[config.mk]
export PLATFORM = sky130hd
export DESIGN_NAME = dmem_arbiter
export DESIGN_NICKNAME = d
export VERILOG_FILES = /design/src/rtl/dmem_arb_pkg.sv /design/src/rtl/rr_arb2.sv /design/src/rtl/dmem_arbiter.sv
export SDC_FILE = /design/constraint.sdc
export NUM_CORES = 1
export LEC_CHECK = 0
export ABC_AREA = 1
export CAP_MARGIN = 5
export CORE_ASPECT_RATIO = 1.2
export CORE_MARGIN = 2
export CORE_UTILIZATION = 30
export DETAILED_ROUTE_END_ITERATION = 12
export PLACE_DENSITY = 0.69
export SYNTH_ARGS = -nofsm -noshare
export SYNTH_HDL_FRONTEND = slang
export SYNTH_SLANG_ARGS = --single-unit
[constraint.sdc]
create_clock -name clk -period 1.18 [get_ports clk]
set_input_delay 0.118 -clock clk [delete_from_list [all_inputs] [get_ports clk]]
set_output_delay 0.118 -clock clk [all_outputs]
set_load 0.05 [all_outputs]
[src/rtl/dmem_arb_pkg.sv]
// dmem_arb_pkg: shared state encoding and port indices for the data-memory arbiter
package dmem_arb_pkg;
    typedef enum logic [1:0] {IDLE = 2'd0, ACCESS = 2'd1, DONE = 2'd2} state_t;
    localparam logic P_CPU = 1'b0;
    localparam logic P_DMA = 1'b1;
endpackage

[src/rtl/rr_arb2.sv]
// rr_arb2: two-way round-robin picker; last_grant advances only when a grant is taken
module rr_arb2
    import dmem_arb_pkg::*;
(
    input  logic       clk,
    input  logic       rst,
    input  logic [1:0] req,
    input  logic       take,
    output logic       gnt_idx,
    output logic       gnt_valid
);
    logic last_grant;
    always_comb begin
        gnt_valid = |req;
        gnt_idx   = (req[0] && req[1]) ? ~last_grant : req[1];
    end
    // Reset to the DMA port so the CPU wins the first tie
    always_ff @(posedge clk) begin
        if (!rst)
            last_grant <= P_DMA;
        else if (take && gnt_valid)
            last_grant <= gnt_idx;
    end
endmodule

[src/rtl/dmem_arbiter.sv]
// dmem_arbiter: round-robin sequencer for two requesters sharing a single-port data memory
module dmem_arbiter
    import dmem_arb_pkg::*;
#(
    parameter int ADDR_W = 7,
    parameter int DATA_W = 32,
    parameter int LAT    = 1
) (
    input  logic              clk,
    input  logic              rst,
    input  logic              req0,
    input  logic              we0,
    input  logic [31:0]       addr0,
    input  logic [DATA_W-1:0] wdata0,
    output logic              ack0,
    input  logic              req1,
    input  logic              we1,
    input  logic [31:0]       addr1,
    input  logic [DATA_W-1:0] wdata1,
    output logic              ack1,
    output logic [DATA_W-1:0] rdata,
    output logic              err,
    output logic              busy,
    output logic              mem_write,
    output logic [ADDR_W-1:0] mem_addr,
    output logic [DATA_W-1:0] mem_wdata,
    input  logic [DATA_W-1:0] mem_rdata
);
    localparam int CW = (LAT > 1) ? $clog2(LAT) : 1;
    state_t            state, nxt;
    logic [CW-1:0]     cnt;
    logic              we_q, gnt_q, range_err, gnt_idx, gnt_valid;
    logic [ADDR_W-1:0] addr_q;
    logic [DATA_W-1:0] wdata_q;
    logic [31:0]       addr_sel;
    rr_arb2 u_rr (
        .clk       (clk),
        .rst       (rst),
        .req       ({req1, req0}),
        .take      (state == IDLE),
        .gnt_idx   (gnt_idx),
        .gnt_valid (gnt_valid)
    );
    assign addr_sel  = gnt_idx ? addr1 : addr0;
    assign mem_addr  = addr_q;
    assign mem_wdata = wdata_q;
    always_comb begin
        nxt = (state == IDLE)   ? (gnt_valid ? ACCESS : IDLE) :
              (state == ACCESS) ? ((cnt == '0) ? DONE : ACCESS) : IDLE;
        busy      = state != IDLE;
        mem_write = state == ACCESS && cnt == '0 && we_q && !range_err;
        ack0      = state == DONE && gnt_q == P_CPU;
        ack1      = state == DONE && gnt_q == P_DMA;
        err       = state == DONE && range_err;
    end
    always_ff @(posedge clk) begin
        if (!rst) begin
            state     <= IDLE;
            cnt       <= '0;
            we_q      <= 1'b0;
            gnt_q     <= 1'b0;
            range_err <= 1'b0;
            addr_q    <= '0;
            wdata_q   <= '0;
            rdata     <= '0;
        end else begin
            state <= nxt;
            if (state == IDLE && gnt_valid) begin
                we_q      <= gnt_idx ? we1 : we0;
                wdata_q   <= gnt_idx ? wdata1 : wdata0;
                addr_q    <= addr_sel[ADDR_W-1:0];
                range_err <= |addr_sel[31:ADDR_W];
                gnt_q     <= gnt_idx;
                cnt       <= CW'(LAT - 1);
            end else if (state == ACCESS) begin
                if (cnt != '0)
                    cnt <= cnt - 1'b1;
                else
                    rdata <= (we_q || range_err) ? '0 : mem_rdata;
            end
        end
    end
endmodule

# Word-level counts from Yosys, hierarchy flattened
# Cells that the tools add are included.
# totals
reg_bits	78
latchBits	0
ram_bits	0
mem_bits_ro	0
in_bits	166
elab_cells	43
memories	0
# classes
addsub	1
mul	0
div	0
n_lt_le_gt_ge	0
eq_ne	2
shifts	0
n_mux	10
n_bitwise	5
reduce_logical	16
# op_table
op	n
$mux W32	3
$reduce_or A25 Y1	1
$logic_and A1 B1 Y1	8
$mux W2	3
$not A1 Y1	5
$mux W1	4
$reduce_or A2 Y1	2
$reduce_and A3 Y1	1
$eq A2 B1 Y1 const B	1
$eq A2 B2 Y1 const B	1
$logic_not A2 Y1	1
$reduce_bool A2 Y1	1
$logic_not A1 Y1	1
$logic_or A1 B1 Y1	1
$sub A1 B1 Y1 const B	1

# Logic depth before layout (Yosys ltp)
# Gate-level depths: netlist of run 1.
# logic_depth
ltp_word	4
ltp_mapped	8
mapped_depth_nobuf	8

# By module
# A second synthesis of run 1 with hierarchy kept.
# hier_totals
cells_unflattened	448
hier_area_um2	3208.1
# by_module_without_submodules
module	n_inst	cells_per_inst	area_each_um2	seq_area_each_um2
dmem_arbiter	1	440	3151.8	1521.5
rr_arb2	1	8	56.3	20.0

# Least setup slack after synthesis of run 1
# OpenSTA, ideal clock, no wires.
# synth_path
path_kind	reg-to-output
from	reg state[1]
to	out mem_write
t_arrival_ns	1.843
setup_slack_ns	-0.781
path_stages_with_launch	5
n_path_buf	1
cell_sequence	dfxtp_1 inv_2 nand2_2 clkbuf_1 nor3b_1
# synth_via
elab_chain_len	4
# synth_lines
element	line_no	rtl
from (decl)	dmem_arbiter.sv:30	state_t state, nxt;
from (signal assigned)	dmem_arbiter.sv:67	state <= nxt;
$eq A2 B1 Y1	dmem_arbiter.sv:51	mem_write = state == ACCESS && cnt == '0 && we_q && !range_err;
$logic_and A1 B1 Y1 (3 in a row)	dmem_arbiter.sv:51	
to (decl)	dmem_arbiter.sv:24	output logic mem_write,
# No other way between the ends.

# Worst setup path in the final report of run 1
# layout_path
from	reg state[1]
to	reg wdata_q[2] (netlist: mem_wdata[2])
# layout_via
elab_chain_len	2
# layout_lines
element	line_no	rtl
$logic_not A2 Y1	dmem_arbiter.sv:68	if (state == IDLE && gnt_valid) begin
$logic_and A1 B1 Y1	dmem_arbiter.sv:68	
to (signal assigned)	dmem_arbiter.sv:70	wdata_q <= gnt_idx ? wdata1 : wdata0;
to (decl)	dmem_arbiter.sv:34	logic [DATA_W-1:0] wdata_q;
# No other way between the ends.
# A chain may end at the register's enable or synchronous reset.

==> results of run 1 <==
through the flow:
stage	TNS, ns	instance area, um^2	setup slack [ns]	utilization [%]
floorplan	-0.795	3310	-0.0743	-
global placement	-10.98	6720	-0.277	63.6
detailed placement	-13.63	6720	-0.306	63.6
CTS	-3.11	7440	-0.123	70.4
global route	-8.63	7610	-0.218	72.0
finish	-3.47	7610	-0.188	72.0
routing by layer:
| layer | vias to the layer above | part of all wire [%] | track usage [%] |
|---|---|---|---|
| met5 | - | 0 | 0 |
| met1 | 1887 | 37 | 23.2 |
| met4 | 0 | 4.1 | 10.2 |
| met3 | 38 | 7.1 | 5.20 |
| li1 | 2045 | - | - |
| met2 | 181 | 52 | 39.2 |
what timing repair did:
action / CTS / global route
buffers inserted: 9 / 5
hold endpoints to repair: 0 / 0
setup endpoints to repair: 35 / 80
pin swaps: 6 / 3
gates cloned: 7 / 2
resized for setup: 55 / 47
hold buffers: 0 / 0
Yosys cell counts, drive strengths merged:
master / number / area share [%]
nor3: 2 / 0.65
dfxtp: 77 / 47
a31oi: 40 / 7.6
o21ai: 41 / 6.3
clkbuf: 11 / 1.3
nand2: 173 / 20
a21oi: 34 / 5.2
clkinv: 2 / 0.23
buf: 19 / 3.7
nand3: 4 / 0.61
nor3b: 1 / 0.23
and2: 1 / 0.19
nor2: 28 / 3.4
inv: 31 / 3.6
layout make-up:
cell class,instances,area share [%]
multi-input cells,324,21.8
clock inverters,4,0.625
repair buffers,284,50.1
clock buffers,11,3.32
flip-flops and latches,77,20.4
well taps,129,2.12
inverters,33,1.69
where the power goes:
group          internal (mW)  switching, mW
registers               2.84          0.266
logic                   1.93           1.65
clock network           1.73           1.05
total                   6.50           2.96
logic make-up (layout without fill, tap and decap cells):
kind of cell	Yosys count	after routing	synth area share, %
buffers and inverters	63	332	8.75
AO/OA/AOI/OAI	115	115	19.1
AND/OR/NAND/NOR	209	209	25.1
flip-flops	77	77	47.1
worst max-delay path, stage by stage, from the launching register on:
cell and delay [ns]:
dfxtp_2 0.36, inv_4 0.05, nand2_4 0.08, nor2_4 0.05, buf_4 0.14, buf_6 0.12
clkbuf_16 0.15, buf_4 0.14, a31oi_1 0.19
flip-flops by register name, summed over array words and instances (netlist names):
| name | flops |
|---|---|
| mem_wdata | 32 |
| rdata | 32 |
| mem_addr | 7 |
| state | 2 |
| gnt_q | 1 |
| range_err | 1 |
| u_rr.last_grant | 1 |
| we_q | 1 |
path summary, 6_finish.rpt:
path / start / endpoint / slack, ns / cells past startpoint
min reg2reg: rdata[18] / rdata[18] / 0.50 / 2
max: state[1] / mem_wdata[2] / -0.19 / 8
max reg2reg: state[1] / mem_wdata[2] / -0.19 / 8
min: mem_rdata[18] / rdata[18] / 0.34 / 3
==> results by group, run 1 <==
Outcome
  • Outcome: finished with violations
  • Failing checks: negative setup slack

Finish
  • Synth-to-Final Area Change: 132%
  • Multi-input combinational cell area: about 1700 um^2
  • Register area: about 1500 um^2
  • Fraction of final layout cells sized beyond drive strength 1: about a quarter
  • Number of nets in the layout: ~900
  • Non-filler cells in the finished layout: about 860
  • Number of filler cells placed in the layout: about 740
  • Top library cells by usage in the layout, fill and taps aside: 167 x nand2_1, 165 x clkdlybuf4s50_1, 86 x buf_12, 71 x dfxtp_1, 35 x a31oi_1
  • Antenna Cells: 0
  • Most frequent standard cell in the layout excluding fill and tap cells: nand2_1

Synthesis
  • Number of library cell types mapped by synthesis: 22
  • Gate Count Post-Synth: between 400 and 500
  • Cell area after synthesis: around 3300 um^2
  • Net count after synthesis: 630
  • Sequential element share of the synthesized area: a little under half
  • YS warnings: 0
  • Post-Synthesis Mean Instance Area: a little over 7 um^2
  • Seq cells post-synth: 77

STA
  • Post-Route Skew: between 0.004 and 0.005 ns
  • FMAX: roughly 730 MHz
  • Smallest hold slack: 0.345 ns
  • Min Tclk post-route: 1.37 ns
  • Worst max-slew margin expressed relative to the limit: 83.8%
  • Minimum setup slack in the final design: -0.188 ns
  • Pin slew with the least headroom to its limit: between 0.2 and 0.25 ns
  • Final clock period utilization by the worst path: 116%
  • Final setup viols: 74
  • RSZ-0062 raised after global routing: yes
  • Final hold violation count: 0
  • Pins Over Slew Limit: 0

Route
  • Via density per instance: a little under 5
  • ANT nets after route: 0
  • WL final: 13400 um
  • Number of detailed-route iterations in the first pass: 4
  • Detailed-route via count: 4151
  • Number of DRC violations after detailed-routing iteration 0: about 120
  • Mean routed wirelength per cell: 15.6 um
  • Residual DRC count: 0

Clocking
  • Number of levels in the clock H-tree: 3
  • Clock input transition at the sequential cells of the worst setup and hold paths: about 0.06 ns
  • Insertion delay to the later sink of the worst-skew pair: around 0.33 ns
  • # clock sinks: between 70 and 80
  • TritonCTS clock tree: done
  • Number of buffers created by CTS: 9
  • Clk buf depth: 2
  • Master cell of the clock root buffer: clkbuf_16

Placed design
  • Port Buf Inserts: 241
  • Routability congestion estimate from global placement: 0.897
  • Dpl hpwl: 9580 um
  • Placed cells: roughly 830

Power
  • Overall power after layout: approximately 9.5 mW
  • Power Density: approximately 1200 nW/um^2
  • Leak Pwr: roughly 3.1 nW
  • Maximum vdd drop: 0.651 mV

Floorplanning
  • Die span in y: between 100 and 150 um
  • Site row count: between 40 and 50
  • Die boundary width: 99.4 um
  • Core ar.: between 10000 and 15000 um^2
  • Die footprint: approximately 12000 um^2
  • Ports: around 240
  • Initial cell density of the core: about 31%

Critical path
  • Worst Path Class, Setup: register to register
  • Category of the worst setup path launch point: register
  • Required time at the worst-slack endpoint: 1.42 ns
  • Data arrival time of the critical path: approximately 1.6 ns
  • Crit end category: register
  • Maximum fanout encountered on the critical timing path: 5

GRT
  • Number of global-route vias before repair: ~4200
  • Antenna violations before repair: 0
  • GRT Residual Overflow: 0
  • Overall routing resource usage: a little over a fifth
  • Maximum number of pins on one net before global-route repair: 36
  • Global-route wire length before repair: 20300 um

Job
  • Number of maximum-capacitance violations: 0

Min path
  • Classification of the worst-slack hold path: input pin to register
No activity file was read; power rests on OpenSTA's default activity.
==> run 2: changes to the inputs <==
--- a/config.mk
+++ b/config.mk
@@ -11,6 +11,7 @@
 export CORE_MARGIN = 2
 export CORE_UTILIZATION = 30
 export DETAILED_ROUTE_END_ITERATION = 12
+export GPL_TIMING_DRIVEN = 0
 export PLACE_DENSITY = 0.69
 export SYNTH_ARGS = -nofsm -noshare
 export SYNTH_HDL_FRONTEND = slang
==> run 2 against run 1 <==
  * The run still ends with negative setup slack left
  * Via count shrank 1.1%
  * First-iteration DRC count shrank 13%
  * Worst setup slack lost 0.032 ns
  * Clock-buffer cell count is the same
  * Design area shrank 15%
  * Flip-flop and latch count is the same
  * Combinational power shrank 21%
  * Register-to-register slack is essentially flat
  * Die area is the same
  * Cell count grew 1.4%
==> results by group, run 2 (synthesized netlist as in run 1, its figures left out) <==
Route
  • Mean routed wirelength per cell: 15.1 um (-3.3%)
  • Via density per instance: 4.70 (-2.5%)
  • Detailed-route via count: 4104 (-1.1%)
  • Residual DRC count: 0 (unchanged)
  • WL final: 13200 um (-2.0%)
  • Number of DRC violations after detailed-routing iteration 0: 103 (-13%)
  • ANT nets after route: 0 (unchanged)
  • Number of detailed-route iterations in the first pass: 4 (unchanged)

Finish
  • Antenna Cells: 0 (unchanged)
  • Non-filler cells in the finished layout: 874 (+1.4%)
  • Number of nets in the layout: 906 (+1.2%)
  • Synth-to-Final Area Change: 96.4%
  • Most frequent standard cell in the layout excluding fill and tap cells: nand2_1
  • Top library cells by usage in the layout, fill and taps aside: 170 x nand2_1, 164 x clkdlybuf4s50_1, 74 x dfxtp_1, 73 x buf_2, 32 x a31oi_1
  • Number of filler cells placed in the layout: 976 (+31%)
  • Fraction of final layout cells sized beyond drive strength 1: 25.2% (+0.27 points)

STA
  • Min Tclk post-route: 1.40 ns (+0.0321 ns)
  • Minimum setup slack in the final design: -0.220 ns (-0.0321 ns)
  • Smallest hold slack: 0.214 ns (-0.130 ns)
  • Pin slew with the least headroom to its limit: 0.517 ns (+0.276 ns)
  • FMAX: 714 MHz (-2.3%)
  • Post-Route Skew: 0.00724 ns (+0.00274 ns)
  • Pins Over Slew Limit: 0 (unchanged)
  • Final clock period utilization by the worst path: 119% (+2.7 points)
  • RSZ-0062 raised after global routing: yes
  • Final setup viols: 79 (+6.8%)
  • Worst max-slew margin expressed relative to the limit: 65.6% (-18 points)
  • Final hold violation count: 0 (unchanged)

Outcome
  • Outcome: finished with violations
  • Failing checks: negative setup slack

Power
  • Combinational cell fraction of total power: 32.9% (-4.9 points)
  • Net Sw Power: 2.83 mW (-4.5%)
  • Internal: 5.74 mW (-12%)
  • Power Density: 1330 nW/um^2 (+7.2%)
  • Leak Pwr: 2.80 nW (-8.4%)
  • Maximum vdd drop: 0.682 mV (+4.6%)
  • Relative contribution of the clock network to total power: 32.4% (+3.0 points)
  • Reg power frac: 34.7% (+1.9 points)
  • Switching Share: 33.0% (+1.7 points)

Clocking
  • Clk buf depth: 2 (unchanged)
  • Insertion delay to the later sink of the worst-skew pair: 0.34 ns (about the same)
  • Number of levels in the clock H-tree: 3 (unchanged)
  • Master cell of the clock root buffer: clkbuf_16
  • TritonCTS clock tree: done
  • # clock sinks: 77 (unchanged)
  • Clock input transition at the sequential cells of the worst setup and hold paths: 0.06 ns (about the same)
  • Number of buffers created by CTS: 9 (unchanged)
  • Hold-fix buffers at CTS: 0 (unchanged)

Floorplanning
  • Ports: 242 (unchanged)
  • Die boundary width: 99.4 um (unchanged)
  • Core ar.: 10600 um^2 (unchanged)
  • Site row count: 41 (unchanged)
  • Die footprint: 11800 um^2 (unchanged)
  • Initial cell density of the core: 31.0% (unchanged)
  • Die span in y: 118 um (unchanged)

Min path
  • Worst Min Path Start: rst
  • Classification of the worst-slack hold path: input pin to register

Critical path
  • Worst reg2reg startpoint: state[1]
  • Worst setup endpoint: mem_write
  • Reg-to-reg endpoint: mem_wdata[16]
  • Required time at the worst-slack endpoint: 1.06 ns (-0.36 ns)
  • Category of the worst setup path launch point: register
  • Launching instance or port of the critical path: state[1]
  • Worst Path Class, Setup: register to primary output
  • Logic depth of the worst register-to-register path: 9 (+1)
  • Data arrival time of the critical path: 1.28 ns (-0.32 ns)
  • Crit end category: primary output
  • Maximum fanout encountered on the critical timing path: 2 (-3)
  • Setup slack of the worst register-to-register path: -0.19 ns (about the same)

Placed design
  • Dpl hpwl: 9450 um (-1.3%)
  • Routability congestion estimate from global placement: 0.872 (-2.8%)
  • Port Buf Inserts: 241 (unchanged)
  • Placed cells: 834 (+0.85%)

GRT
  • Number of global-route vias before repair: 4126 (-0.70%)
  • Global-route wire length before repair: 20600 um (+1.4%)
  • Maximum number of pins on one net before global-route repair: 14 (-61%)
  • Antenna violations before repair: 0 (unchanged)
  • Overall routing resource usage: 21.9% (+0.26 points)
  • GRT Residual Overflow: 0 (unchanged)

Job
  • Number of maximum-capacitance violations: 0 (unchanged)
==> run 2: cell types whose count changed in the layout (fill, tap and decap cells not counted), sizes merged <==
| cell | previous run | this run |
|---|---|---|
| clkinvlp | 1 | 2 |
| clkdlybuf4s50 | 165 | 164 |
| buf | 117 | 116 |
| dlymetal6s2s | 0 | 1 |
| clkbuf | 13 | 23 |
| clkdlybuf4s18 | 0 | 2 |
==> run 2: worst min path at each step <==
stage | to | slack, ns | cells past startpoint
after floorplan | mem_wdata[25] | 0.26 | 2
after global placement | rdata[25] | 0.45 | 2
after detailed placement | rdata[22] | 0.45 | 2
after CTS | rdata[8] | 0.32 | 3
after global routing | mem_wdata[26] | 0.24 | 3
final | mem_wdata[25] | 0.21 | 3
==> run 2: final cells by class <==
cell class | count | area, um^2 | area share [%]
clock buffers | 11 | 243 | 3.77
flip-flops and latches | 77 | 1550 | 24.0
well taps | 129 | 161 | 2.51
repair buffers | 267 | 2400 | 37.3
inverters | 33 | 130 | 2.02
clock inverters | 5 | 58.8 | 0.914
multi-input cells | 324 | 1670 | 25.9
plain buffers | 28 | 225 | 3.50
==> run 2: stage by stage <==
stage / setup slack (ns) / utilization, % / setup TNS [ns] / power [mW] / cell area, um^2
CTS: -0.225 / 62.1 / -10.49 / 8.60 / 6570
global route: -0.279 / 60.9 / -16.55 / 8.98 / 6430
floorplan: -0.0743 / - / -0.795 / 4.37 / 3310
detailed placement: -0.666 / 55.7 / -47.57 / 5.56 / 5880
global placement: -0.624 / 55.7 / -44.89 / 5.53 / 5880
finish: -0.220 / 60.9 / -10.75 / 8.58 / 6430
==> run 2: power by group through the flow <==
stage	clock [mW]	sequential [mW]	combinational, mW
floorplan	0	3.73	0.640
global placement	0	3.01	2.53
detailed placement	0	3.01	2.54
CTS	2.84	2.96	2.80
global route	2.99	3.00	2.99
finish	2.78	2.98	2.82
==> run 2: critical path, cell delays in order (launching register included) <==
cell       delay [ns]
dfxtp_2          0.32
inv_2            0.08
nand2_4          0.06
clkbuf_16        0.14
nor3b_4          0.16
buf_6            0.18
==> run 2: layer usage <==
| metal | GRT usage, % | wire (um) | vias to the layer above |
|---|---|---|---|
| met1 | 24.5 | 5280 | 1864 |
| met2 | 38.4 | 6670 | 153 |
| met3 | 7.75 | 894 | 21 |
| li1 | - | - | 2066 |
| met5 | 0 | 0 | - |
| met4 | 6.93 | 312 | 0 |
==> run 2: timing repair <==
item	in CTS	in global routing
gates cloned	11	0
gates resized for setup	349	165
endpoints found under the setup margin	151	141
pin swaps	4	1
setup buffers	12	5
==> run 3: changes to the inputs <==
--- a/config.mk
+++ b/config.mk
@@ -9,10 +9,11 @@
 export CAP_MARGIN = 5
 export CORE_ASPECT_RATIO = 1.2
 export CORE_MARGIN = 2
-export CORE_UTILIZATION = 30
+export CORE_UTILIZATION = 34
 export DETAILED_ROUTE_END_ITERATION = 12
 export GPL_TIMING_DRIVEN = 0
-export PLACE_DENSITY = 0.69
+export PLACE_DENSITY = 0.77
+export SETUP_SLACK_MARGIN = 0.05
 export SYNTH_ARGS = -nofsm -noshare
 export SYNTH_HDL_FRONTEND = slang
 export SYNTH_SLANG_ARGS = --single-unit
==> run 3 against run 2 <==
  * The flow still finishes with violations (negative setup slack)
  * Worst setup slack worse by 0.042 ns
  * Power is 1.1% lower
  * Register-to-register slack better by 0.04 ns
  * Critical path type unchanged
==> results by group, run 3 (synthesized netlist as in run 1, its figures left out) <==
STA
  • Pin slew with the least headroom to its limit: 0.566 ns (+0.0494 ns)
  • RSZ-0062 raised after global routing: yes
  • Post-Route Skew: 0.00690 ns (-0.000336 ns)
  • Min Tclk post-route: 1.44 ns (+0.0416 ns)
  • FMAX: 694 MHz (-2.9%)
  • Final setup viols: 78 (-1.3%)
  • Pins Over Slew Limit: 0 (unchanged)
  • Final clock period utilization by the worst path: 122% (+3.5 points)
  • Minimum setup slack in the final design: -0.262 ns (-0.0416 ns)
  • Worst max-slew margin expressed relative to the limit: 62.3% (-3.3 points)
  • Final hold violation count: 0 (unchanged)

Finish
  • Synth-to-Final Area Change: 93.8%
  • Antenna Cells: 0 (unchanged)
  • Top library cells by usage in the layout, fill and taps aside: 169 x nand2_1, 164 x clkdlybuf4s50_1, 74 x dfxtp_1, 73 x buf_2, 39 x a31oi_1
  • Final Instance Area: 6350 um^2 (-1.3%)
  • Number of nets in the layout: 900 (-0.66%)
  • Most frequent standard cell in the layout excluding fill and tap cells: nand2_1
  • Fraction of final layout cells sized beyond drive strength 1: 26.4% (+1.2 points)

Clocking
  • TritonCTS clock tree: done
  • Clock input transition at the sequential cells of the worst setup and hold paths: 0.06 ns (about the same)
  • Number of levels in the clock H-tree: 3 (unchanged)
  • Master cell of the clock root buffer: clkbuf_16
  • # clock sinks: 77 (unchanged)
  • Hold-fix buffers at CTS: 0 (unchanged)
  • Clk buf depth: 2 (unchanged)
  • Number of buffers created by CTS: 9 (unchanged)
  • Insertion delay to the later sink of the worst-skew pair: 0.33 ns (about the same)

Placed design
  • Total placed instance area: 5880 um^2 (about the same)
  • Pre-CTS setup slack: -0.635 ns (+0.0317 ns)
  • Port Buf Inserts: 241 (unchanged)
  • Routability congestion estimate from global placement: 0.806 (-7.5%)
  • Dpl hpwl: 9300 um (-1.6%)

Critical path
  • Worst Path Class, Setup: register to primary output
  • Buffer and inverter count on the worst path: 3 (unchanged)
  • Maximum fanout encountered on the critical timing path: 2 (unchanged)
  • Critical Path Max Stage Delay: 0.34 ns (+0.02 ns)
  • Crit end category: primary output
  • Logic depth of the worst register-to-register path: 8 (-1)
  • Crit path max-delay cell type: dfxtp_2
  • CP Cell Sequence: inv_4, nand2_4, clkbuf_16, nor3b_4, buf_6
  • Worst reg2reg startpoint: state[1]
  • Required time at the worst-slack endpoint: 1.06 ns (about the same)
  • Cell class contributing the biggest share of worst-path delay: buffers and inverters
  • Category of the worst setup path launch point: register
  • Data arrival time of the critical path: 1.32 ns (+0.04 ns)
  • Setup slack of the worst register-to-register path: -0.15 ns (+0.04 ns)
  • Reg-to-reg endpoint: rdata[11]

Route
  • Residual DRC count: 0 (unchanged)
  • Mean routed wirelength per cell: 14.8 um (-1.7%)
  • Via density per instance: 4.76 (+1.5%)
  • Number of detailed-route iterations in the first pass: 5 (+1)
  • ANT nets after route: 0 (unchanged)
  • WL final: 12800 um (-3.0%)
  • Detailed-route via count: 4107 (+0.073%)
  • Number of DRC violations after detailed-routing iteration 0: 149 (+45%)

Floorplanning
  • Die boundary width: 93.6 um (-5.8%)
  • Site row count: 39 (-4.9%)
  • Initial cell density of the core: 34.6% (+3.6 points)
  • Ports: 242 (unchanged)
  • Core ar.: 9470 um^2 (-10%)
  • Die span in y: 112 um (-5.9%)
  • Die footprint: 10400 um^2 (-11%)

Job
  • Number of maximum-capacitance violations: 0 (unchanged)

Power
  • Maximum vdd drop: 0.736 mV (+7.9%)
  • Power Density: 1340 nW/um^2 (+0.23%)
  • Leak Pwr: 2.78 nW (-0.81%)

GRT
  • Maximum number of pins on one net before global-route repair: 14 (unchanged)
  • Antenna violations before repair: 0 (unchanged)
  • Global-route wire length before repair: 19600 um (-5.0%)
  • Overall routing resource usage: 23.5% (+1.6 points)
  • GRT Residual Overflow: 0 (unchanged)
  • Number of global-route vias before repair: 4095 (-0.75%)

Min path
  • Classification of the worst-slack hold path: input pin to register
  • Hold Path Cell Cnt: 3 (unchanged)
  • Worst Min Path Start: rst
  • Hold EP: mem_wdata[26]

Outcome
  • Failing checks: negative setup slack
  • Outcome: finished with violations
[run 3: cell count changes in the layout (fill, tap and decap cells not counted), sizes merged]
cell           previous run  this run
buf                     116       110
clkdlybuf4s18             2         0
clkinv                    3         5
clkbuf                   23        24
clkinvlp                  2         1
[run 3: through the flow]
step	utilization (%)	total power, mW	setup TNS (ns)	hold WS (ns)	std cells
global route	67.1	8.84	-12.98	0.253	862
global placement	62.2	5.53	-40.16	0.440	828
finish	67.1	8.48	-8.35	0.218	862
CTS	65.6	8.44	-6.34	0.336	860
floorplan	-	4.38	-0.825	0.256	464
detailed placement	62.2	5.56	-40.89	0.455	828
[run 3: per-layer routing]
layer | up-vias | wire, um | part of all wire [%] | global-route usage, %
met5 | - | 0 | 0 | 0
met1 | 1848 | 4790 | 38 | 24.5
met4 | 0 | 382 | 3.0 | 9.47
met3 | 31 | 1160 | 9.1 | 8.05
met2 | 176 | 6430 | 50 | 42.5
li1 | 2052 | - | - | -
[run 3: worst max-delay path by stage]
stage | startpoint | end | slack (ns) | depth (start not counted)
after floorplan | state[0] | ack0 | -0.07 | 3
after global placement | state[1] | mem_write | -0.61 | 5
after detailed placement | state[1] | mem_write | -0.63 | 5
after CTS | state[1] | mem_write | -0.23 | 5
after global routing | state[1] | mem_write | -0.31 | 5
final | state[1] | mem_write | -0.26 | 5
[run 3: report_power, final]
group / leakage, nW / switching, mW / internal (mW)
combinational: 2.00 / 1.58 / 1.16
clock: 0.149 / 1.07 / 1.69
sequential: 0.635 / 0.146 / 2.84
[run 3: timing repair]
| item | CTS | global route |
|---|---|---|
| pin swaps | 9 | 6 |
| endpoints found under the setup margin | 151 | 83 |
| setup buffers | 9 | 2 |
| cloned | 7 | 1 |
| gates resized for setup | 487 | 40 |
[run 3: worst register-to-register path, stage by stage (launching register included)]
cell,delay (ns)
dfxtp_2,0.34
inv_4,0.07
nand2_4,0.06
buf_4,0.17
nor3_4,0.16
buf_6,0.15
buf_8,0.13
nand2_1,0.07
a21oi_1,0.13
[run 3: layout make-up]
cell class                      count  area (um^2)
Buffer                             30          283
Clock buffer                       10          239
Clock inverter                      6         61.3
Fill cell                         801         3120
Inverter                           33          135
Multi-Input combinational cell    324         1640
Sequential cell                    77         1550
Tap cell                          123          154
Timing Repair Buffer              259         2290
